## src/rtl/issue_cdb_scheduler_if.sv

```systemverilog
// Issue-queue handshake and CDB select bundle between the issue queues and the scheduler.
// The master side is the scheduler; the slave side is the queue/CDB logic.
interface issue_cdb_scheduler_if;
    logic       ready_int;
    logic       ready_ld_buf;
    logic       ready_mult;
    logic       ready_div;
    logic       issue_int;
    logic       issue_ld_buf;
    logic       issue_mult;
    logic       issue_div;
    logic       div_busy;
    logic       cdb_valid;
    logic [1:0] cdb_sel;

    modport master (
        input  ready_int, ready_ld_buf, ready_mult, ready_div,
        output issue_int, issue_ld_buf, issue_mult, issue_div,
        output div_busy, cdb_valid, cdb_sel
    );

    modport slave (
        output ready_int, ready_ld_buf, ready_mult, ready_div,
        input  issue_int, issue_ld_buf, issue_mult, issue_div,
        input  div_busy, cdb_valid, cdb_sel
    );
endinterface

```

## src/rtl/issue_cdb_scheduler.sv

```systemverilog
// Issue-stage scheduler: grants one issue queue per cycle, reserves the CDB slot
// each fixed-latency result will use, and drives the CDB source select.
module issue_cdb_scheduler #(
    parameter int INT_LAT      = 1,
    parameter int LD_LAT       = 1,
    parameter int MULT_LAT     = 4,
    parameter int DIV_LAT      = 6,
    parameter int STARVE_LIMIT = 4
) (
    input  logic                   clk,
    input  logic                   reset,
    issue_cdb_scheduler_if.master  bus
);
    localparam int               MAX_LAT  = DIV_LAT;
    localparam int               AGE_W    = $clog2(STARVE_LIMIT + 1);
    localparam logic [AGE_W-1:0] AGE_MAX  = AGE_W'(STARVE_LIMIT);
    localparam logic [3:0]       DIV_LOAD = 4'(DIV_LAT - 1);

    // Unit index doubles as the CDB select code: 0 int, 1 ld_buf, 2 mult, 3 div.
    logic             res_v  [0:MAX_LAT];
    logic [1:0]       res_id [0:MAX_LAT];
    logic [3:0]       div_cnt;
    logic [AGE_W-1:0] age [4];

    logic [3:0] rdy;
    logic [3:0] elig;
    logic [3:0] starved;
    logic [3:0] cand;
    logic [3:0] grant;

    assign rdy = {bus.ready_div, bus.ready_mult, bus.ready_ld_buf, bus.ready_int};

    always_comb begin
        elig[0] = rdy[0] && !res_v[INT_LAT];
        elig[1] = rdy[1] && !res_v[LD_LAT];
        elig[2] = rdy[2] && !res_v[MULT_LAT];
        elig[3] = rdy[3] && !res_v[DIV_LAT] && (div_cnt == 4'd0);
        for (int u = 0; u < 4; u++) begin
            starved[u] = (age[u] >= AGE_MAX);
        end
        // Starved requesters form their own tier; within a tier longest latency wins.
        cand  = (|(elig & starved)) ? (elig & starved) : elig;
        grant = 4'b0000;
        if (!reset) begin
            if (cand[3])      grant = 4'b1000;
            else if (cand[2]) grant = 4'b0100;
            else if (cand[1]) grant = 4'b0010;
            else if (cand[0]) grant = 4'b0001;
        end
    end

    always_ff @(posedge clk) begin
        if (reset) begin
            for (int i = 0; i <= MAX_LAT; i++) begin
                res_v[i]  <= 1'b0;
                res_id[i] <= 2'd0;
            end
            div_cnt <= 4'd0;
            for (int u = 0; u < 4; u++) begin
                age[u] <= '0;
            end
        end else begin
            for (int i = 0; i < MAX_LAT; i++) begin
                res_v[i]  <= res_v[i+1];
                res_id[i] <= res_id[i+1];
            end
            res_v[MAX_LAT]  <= 1'b0;
            res_id[MAX_LAT] <= 2'd0;

            // Written at L-1 so the entry reaches slot 0 exactly L cycles after issue.
            if (grant[0]) begin
                res_v[INT_LAT-1]  <= 1'b1;
                res_id[INT_LAT-1] <= 2'd0;
            end
            if (grant[1]) begin
                res_v[LD_LAT-1]  <= 1'b1;
                res_id[LD_LAT-1] <= 2'd1;
            end
            if (grant[2]) begin
                res_v[MULT_LAT-1]  <= 1'b1;
                res_id[MULT_LAT-1] <= 2'd2;
            end
            if (grant[3]) begin
                res_v[DIV_LAT-1]  <= 1'b1;
                res_id[DIV_LAT-1] <= 2'd3;
            end

            if (grant[3])
                div_cnt <= DIV_LOAD;
            else if (div_cnt != 4'd0)
                div_cnt <= div_cnt - 4'd1;

            for (int u = 0; u < 4; u++) begin
                if (grant[u] || !rdy[u])
                    age[u] <= '0;
                else if (elig[u] && (age[u] < AGE_MAX))
                    age[u] <= age[u] + 1'b1;
            end
        end
    end

    assign bus.issue_int    = grant[0];
    assign bus.issue_ld_buf = grant[1];
    assign bus.issue_mult   = grant[2];
    assign bus.issue_div    = grant[3];
    assign bus.div_busy     = (div_cnt != 4'd0);
    assign bus.cdb_valid    = res_v[0];
    assign bus.cdb_sel      = res_v[0] ? res_id[0] : 2'd0;
endmodule

```

## src/flat_wrapper.sv

```systemverilog
// flat-port wrapper written by rule: the top's interface ports become plain ports
module issue_cdb_scheduler_flat 
#(
    parameter int INT_LAT      = 1,
    parameter int LD_LAT       = 1,
    parameter int MULT_LAT     = 4,
    parameter int DIV_LAT      = 6,
    parameter int STARVE_LIMIT = 4
)
  (clk, reset, bus_ready_int, bus_ready_ld_buf, bus_ready_mult, bus_ready_div, bus_issue_int, bus_issue_ld_buf, bus_issue_mult, bus_issue_div, bus_div_busy, bus_cdb_valid, bus_cdb_sel);
  issue_cdb_scheduler_if bus_i ();
  input  logic clk;
  input  logic reset;
  input wire logic [$bits(bus_i.ready_int)-1:0] bus_ready_int;
  input wire logic [$bits(bus_i.ready_ld_buf)-1:0] bus_ready_ld_buf;
  input wire logic [$bits(bus_i.ready_mult)-1:0] bus_ready_mult;
  input wire logic [$bits(bus_i.ready_div)-1:0] bus_ready_div;
  output wire logic [$bits(bus_i.issue_int)-1:0] bus_issue_int;
  output wire logic [$bits(bus_i.issue_ld_buf)-1:0] bus_issue_ld_buf;
  output wire logic [$bits(bus_i.issue_mult)-1:0] bus_issue_mult;
  output wire logic [$bits(bus_i.issue_div)-1:0] bus_issue_div;
  output wire logic [$bits(bus_i.div_busy)-1:0] bus_div_busy;
  output wire logic [$bits(bus_i.cdb_valid)-1:0] bus_cdb_valid;
  output wire logic [$bits(bus_i.cdb_sel)-1:0] bus_cdb_sel;
  assign bus_i.ready_int = bus_ready_int;
  assign bus_i.ready_ld_buf = bus_ready_ld_buf;
  assign bus_i.ready_mult = bus_ready_mult;
  assign bus_i.ready_div = bus_ready_div;
  assign bus_issue_int = bus_i.issue_int;
  assign bus_issue_ld_buf = bus_i.issue_ld_buf;
  assign bus_issue_mult = bus_i.issue_mult;
  assign bus_issue_div = bus_i.issue_div;
  assign bus_div_busy = bus_i.div_busy;
  assign bus_cdb_valid = bus_i.cdb_valid;
  assign bus_cdb_sel = bus_i.cdb_sel;
  issue_cdb_scheduler #(.INT_LAT(INT_LAT), .LD_LAT(LD_LAT), .MULT_LAT(MULT_LAT), .DIV_LAT(DIV_LAT), .STARVE_LIMIT(STARVE_LIMIT)) u_core (.clk(clk), .reset(reset), .bus(bus_i));
endmodule
```

## config.mk

```make
export PLATFORM = sky130hd
export DESIGN_NAME = issue_cdb_scheduler_flat
export DESIGN_NICKNAME = d
export VERILOG_FILES = /design/src/rtl/issue_cdb_scheduler_if.sv /design/src/rtl/issue_cdb_scheduler.sv /design/src/flat_wrapper.sv
export SDC_FILE = /design/constraint.sdc
export NUM_CORES = 1
export LEC_CHECK = 0
export CORE_MARGIN = 5
export CORE_UTILIZATION = 35
export DETAILED_ROUTE_END_ITERATION = 8
export DONT_BUFFER_PORTS = 1
export GPL_TIMING_DRIVEN = 0
export PLACE_DENSITY = 0.56
export SLEW_MARGIN = 15
export SYNTH_ARGS = -nofsm -noshare
export SYNTH_HDL_FRONTEND = slang
export SYNTH_SLANG_ARGS = --single-unit
```

## constraint.sdc

```tcl
create_clock -name clk -period 2.34 [get_ports clk]
set_input_delay 0.468 -clock clk [delete_from_list [all_inputs] [get_ports clk]]
set_output_delay 0.468 -clock clk [all_outputs]
set_load 0.02 [all_outputs]
```

==> impl_metrics.json, run 1 <==
{
  "htreeDepth": 2,
  "fmax_mhz": 393,
  "ff2ff_setup_slack_ns": 0.09,
  "ys_warn_count": 0,
  "core-area_um2": 4440,
  "wire_per_inst_um": 14.9,
  "clkSinkCount": 33,
  "grt_antenna_before_repair": 0,
  "vdd.ir_drop.worst_mv": 0.489,
  "finish.instance_area_um2": 1980,
  "syn_area_per_cell_um2": 11.6,
  "clkLatencyLatePin_ns": 0.29,
  "ys_ff_latch": 33,
  "tightestPinTransition_ns": 0.683,
  "cpMostUsedCell": "buf_8",
  "ioPinCount": 14,
  "r2r-start": "u_core.div_cnt[1]$_SDFFE_PP0P_",
  "crit_path_end_kind": "output pin",
  "port_buffers": 0,
  "period_needed_ns": 2.54,
  "criticalPathCategory": "flip-flop to output pin",
  "drive_above_1_share_pct": 25.8,
  "synth_top_area_share_pct": 46.1,
  "ys_top_cells_by_count": "25 x edfxtp_1, 14 x nor2_1, 9 x nor2b_1",
  "fin_nets": 174,
  "hold_buffers": 0,
  "worst_ep_required_time_ns": 1.87,
  "synth-edff-count": 25,
  "critPathSlowestCell": "or3b_4",
  "grt_overflow_total": 0,
  "post-place-ws_ns": -0.0552,
  "whs_path_depth": 1,
  "drc": 0,
  "fill_cells": 427,
  "ys_async_sr_fraction_pct": 0,
  "antenna_cells": 0,
  "fin_crit_sh_pct": 109,
  "first_global_vias": 1141,
  "synth_ff_type": "edfxtp_1",
  "worst_slack_ns": -0.202,
  "clkTransAtPathRegs_ns": 0.07,
  "rows": 24,
  "cp-start-kind": "flip-flop",
  "rsz0062_at_grt": "true",
  "ant_nets": 0,
  "path_max_fanout": 6,
  "die_w_um": 78.2,
  "max_slew_margin_pct": 54.5,
  "clk_path_buf_depth": 2,
  "cts_tree": "yes",
  "worst_hold_path_type": "input port to flip-flop",
  "arrival_ns": 2.07,
  "failed_checks": "setup timing",
  "cap_violations": 0,
  "drt_iter0_drc": 61,
  "worst-path-buf-inv": 3,
  "grt.total_usage_pct": 11.4,
  "worst-r2r-cell-count": 10,
  "met2_usage_pct": 19.1,
  "cts_made_buffers": 5,
  "syn_to_final_growth_pct": 21.7,
  "busiest_layer": "met2",
  "slew_viol_final": 0,
  "via_count": 1121,
  "synth_cells": 140,
  "min_from": "bus_ready_int",
  "p_per_area_nw_per_um2": 893,
  "skew_ns": 0.00321,
  "hpwl_um": 2220,
  "dr.pass1.iters": 4,
  "netlist_top_cells_area": "edfxtp_1 46%, dfxtp_1 9.8%, ha_1 4.6%",
  "synthMostInstantiatedCell": "edfxtp_1",
  "routed_wl_um": 3200,
  "setup_violations": 2,
  "grt_max_degree": 11,
  "die-area_um2": 6120,
  "dpl-instance-area_um2": 1710,
  "cpPeakStageDelay_ns": 0.39,
  "synth_largest_area_cell": "edfxtp_1",
  "synth_cell_types": 41,
  "ys_seq_area_share_pct": 55.9,
  "die_y_um": 78.2,
  "crit_family": "simple AND/OR/NAND/NOR gates",
  "holdPathEnd": "u_core.age[0][0]$_SDFFCE_PN0P_",
  "hold_violations": 0,
  "vias_per_cell": 5.21,
  "r2r-end": "u_core.age[0][2]$_SDFFCE_PN0P_",
  "grt_pass1_wl_um": 5310,
  "power.leakage_nw": 0.751,
  "ctsRootBufferMaster": "clkbuf_8",
  "crit_chain": "inv_2, ha_4, or3b_4, buf_8, or2_4, o22a_4, and2_4, buf_8",
  "status": "complete, but fails checks",
  "syn_area_um2": 1630,
  "initial_utilization_pct": 36.7,
  "met1_usage_pct": 12.4,
  "gp_congestion": 0.783,
  "met3_usage_pct": 4.46
}
## flip-flops by register name (all words and copies together) (netlist names)
name,count
u_core.res_id,10
u_core.res_v,7
u_core.age,12
u_core.div_cnt,4
## metal layers
metal / vias up / wire, µm
met5: - / 0
met1: 526 / 1310
met4: 0 / 72
met3: 7 / 259
met2: 39 / 1570
li1: 549 / -
## kinds of logic (layout without fill, tap and decap cells)
group	after synthesis	count (layout)	synth area share (%)
buffers and inverters	14	33	4.15
flip-flops	33	33	55.9
other	2	6	0.461
XOR/XNOR	1	1	0.538
multiplexers	1	1	0.691
AND/OR/NAND/NOR	59	59	23.7
adder cells (fa/ha/maj)	6	6	4.61
AO/OA/AOI/OAI	24	24	9.99
## timing repair
action                     4_1_cts  5_1_grt
buffers inserted                 5        5
pin swaps                        3        2
gates cloned                     1        0
gates resized for setup         15        7
setup endpoints to repair        4        7
## how the worst max path moves through the flow
stage                                         from               end  slack [ns]  cells past startpoint
CTS                 u_core.div_cnt[1]$_SDFFE_PP0P_  bus_issue_ld_buf       -0.24                      8
finish              u_core.div_cnt[1]$_SDFFE_PP0P_  bus_issue_ld_buf       -0.20                      8
detailed placement  u_core.div_cnt[0]$_SDFFE_PP0P_     bus_issue_int       -0.06                      8
global route        u_core.div_cnt[0]$_SDFFE_PP0P_  bus_issue_ld_buf       -0.26                      8
floorplan           u_core.div_cnt[0]$_SDFFE_PP0P_  bus_issue_ld_buf        0.11                      8
global placement    u_core.div_cnt[0]$_SDFFE_PP0P_     bus_issue_int       0.003                      8
## report_power, final
part / switching, W / internal [W]
clock: 0.000208 / 0.000266
sequential: 0.0000441 / 0.000711
combinational: 0.000275 / 0.000266
## metrics by stage
stage,std cells,total power (W),hold WS [ns],TNS (ns),util (%)
global route,215,0.00187,0.417,-0.598,44.6
detailed placement,196,0.00114,0.476,-0.0697,38.5
global placement,196,0.00111,0.469,0,38.5
finish,215,0.00177,0.410,-0.359,44.6
CTS,210,0.00173,0.427,-0.414,42.8
floorplan,144,0.00106,0.450,0,-
## final cells by class
class / instances / area [µm²] / share of cell area [%]
multi-input combinational: 97 / 736 / 37.1
timing repair buffer: 11 / 92.6 / 4.67
sequential: 33 / 913 / 46.1
buffer: 5 / 41.3 / 2.08
clock buffer: 7 / 96.3 / 4.86
clock inverter: 1 / 5.00 / 0.252
inverter: 9 / 33.8 / 1.70
tap: 52 / 65.1 / 3.28
## layout by cell type, fill, tap and decap left out, types with 5 or more instances in the layout
cell type  count
edfxtp_1      25
nor2_1        12
nor2b_1        9
buf_4          9
clkbuf_8       7
inv_1          6
a21oi_1        6
dfxtp_1        6
conb_1         6
nor3_1         5
and2_1         5
ha_1           5
Note: power is estimated with default switching activity, not from simulation.
==> inputs of run 2 (changes only) <==
--- a/config.mk
+++ b/config.mk
@@ -11,7 +11,8 @@
 export DONT_BUFFER_PORTS = 1
 export GPL_TIMING_DRIVEN = 0
 export PLACE_DENSITY = 0.56
-export SLEW_MARGIN = 15
+export REMOVE_ABC_BUFFERS = 1
+export SLEW_MARGIN = 20
 export SYNTH_ARGS = -nofsm -noshare
 export SYNTH_HDL_FRONTEND = slang
 export SYNTH_SLANG_ARGS = --single-unit
==> run 2 against run 1 <==
The flow still finishes with violations (setup timing). Die area unchanged. Sequential share of layout area increased by 2.0 points. Total power is 8.1% lower. Clock-buffer cell count shrank 2. Combinational power fell by 16%. Routed wire length decreased by 1.4%. Sequential cell count unchanged. Non-clock buffer count fell by 7. First-iteration DRC count decreased by 33%. Maximum frequency increased by 5.4%. Hold slack got worse by 0.17 ns. Clock power decreased by 13%.
==> impl_metrics.json, run 2 (synthesis gave the netlist of run 1 again) <==
{
  "grt_pass1_wl_um": 5150,
  "worst-r2r-cell-count": 9,
  "r2r-start": "u_core.div_cnt[1]$_SDFFE_PP0P_",
  "die_y_um": 78.2,
  "hold_buffers": 0,
  "ctsRootBufferMaster": "clkbuf_8",
  "largest_reg_flops": 12,
  "ff2ff_setup_slack_ns": 0.13,
  "arrival_ns": 1.94,
  "whs_path_depth": 1,
  "cts_tree": "yes",
  "die_w_um": 78.2,
  "gp_congestion": 0.739,
  "hpwl_um": 2030,
  "htreeDepth": 2,
  "grt_overflow_total": 0,
  "first_global_vias": 1126,
  "drc": 0,
  "vias_per_cell": 5.31,
  "top_regs": "u_core.age x12, u_core.res_id x10, u_core.res_v x7",
  "skew_ns": 0.00923,
  "via_count": 1109,
  "drive_above_1_share_pct": 24.8,
  "syn_to_final_growth_pct": 16.7,
  "worst_hold_path_type": "input port to flip-flop",
  "whs_ns": 0.242,
  "multi_input_area_um2": 736,
  "crit_path_start": "u_core.div_cnt[1]$_SDFFE_PP0P_",
  "grt_antenna_before_repair": 0,
  "worst_ep_required_time_ns": 1.87,
  "top_layer": "met4",
  "ant_nets": 0,
  "fin_crit_sh_pct": 103,
  "rows": 24,
  "fin_nets": 168,
  "period_needed_ns": 2.41,
  "cp-start-kind": "flip-flop",
  "crit_path_end_kind": "output pin",
  "clkTransAtPathRegs_ns": 0.06,
  "failed_checks": "setup timing",
  "dr.pass1.iters": 4,
  "layout_commonest_cell": "edfxtp_1",
  "drt_iter0_drc": 41,
  "fmax_mhz": 415,
  "grt.total_usage_pct": 10.9,
  "status": "complete, but fails checks",
  "final_cell_mix": "25 x edfxtp_1, 12 x nor2_1, 9 x nor2b_1, 9 x buf_4",
  "routed_wl_um": 3160,
  "grt_max_degree": 26,
  "core-area_um2": 4440,
  "slew_viol_final": 0,
  "setup_violations": 1,
  "port_buffers": 0,
  "fill_cells": 417,
  "path_max_fanout": 6,
  "worst_slack_ns": -0.0720,
  "rsz0062_at_grt": "true",
  "wl_met3_um": 231,
  "cap_violations": 0,
  "holdPathEnd": "u_core.div_cnt[0]$_SDFFE_PP0P_",
  "ioPinCount": 14,
  "clkLatencyLatePin_ns": 0.28,
  "cts_made_buffers": 5,
  "hold_violations": 0,
  "seq_area_um2": 913,
  "initial_utilization_pct": 36.7,
  "antenna_cells": 0,
  "wl_met2_um": 1610,
  "power.leakage_nw": 0.715,
  "p_per_area_nw_per_um2": 855,
  "wire_per_inst_um": 15.1,
  "criticalPathCategory": "flip-flop to output pin",
  "regMostFlops": "u_core.age",
  "post-place-ws_ns": -0.205,
  "die-area_um2": 6120,
  "clkSinkCount": 33,
  "r2r-end": "u_core.age[0][2]$_SDFFCE_PN0P_",
  "vdd.ir_drop.worst_mv": 0.602,
  "met1_length_um": 1300,
  "clk_path_buf_depth": 2,
  "min_from": "reset"
}
-- run 2: worst max-delay path, cell delays in order (launching register included) --
cell and delay, ns:
dfxtp_2 0.32, inv_2 0.06, ha_4 0.14, or3b_4 0.46, or2_4 0.27, o22a_4 0.22
and2_4 0.20
-- run 2: layout make-up --
cell class,instances,share of cell area (%)
sequential,33,48.0
multi-input combinational,98,38.7
clock buffer,5,3.62
timing repair buffer,9,3.55
tap,52,3.42
inverter,9,1.78
clock inverter,3,0.921
-- run 2: what timing repair did --
action,in CTS,in global routing
setup endpoints to repair,12,6
pin swaps,2,1
cloned,1,0
setup buffers,7,2
gates resized for setup,14,4
-- run 2: per-layer routing --
metal,up-vias,GRT usage (%)
met2,33,18.8
met3,4,5.03
met1,537,12.0
met4,0,3.50
li1,535,-
met5,-,0
-- run 2: where the power goes --
part	total, W	internal (W)	switching, W
combinational	0.000453	0.000211	0.000242
clock	0.000412	0.000205	0.000207
sequential	0.000761	0.000711	0.0000501
-- run 2: worst max path at each step --
stage | to | slack, ns
5_1_grt | bus_issue_ld_buf | -0.13
3_5_place_dp | bus_issue_mult | -0.20
6_report | bus_issue_ld_buf | -0.07
4_1_cts | bus_issue_ld_buf | -0.06
2_1_floorplan | bus_issue_int | 0.04
3_3_place_gp | bus_issue_mult | -0.13
-- run 2: per-stage QoR --
| stage | power [W] | TNS [ns] | cells | utilization (%) | instance area [µm²] |
|---|---|---|---|---|---|
| CTS | 0.00162 | -0.0619 | 207 | 42.0 | 1870 |
| finish | 0.00163 | -0.0720 | 209 | 42.8 | 1900 |
| floorplan | 0.00102 | 0 | 139 | - | 1610 |
| global placement | 0.00106 | -0.297 | 191 | 37.7 | 1680 |
| global route | 0.00173 | -0.216 | 209 | 42.8 | 1900 |
| detailed placement | 0.00109 | -0.898 | 191 | 37.7 | 1680 |
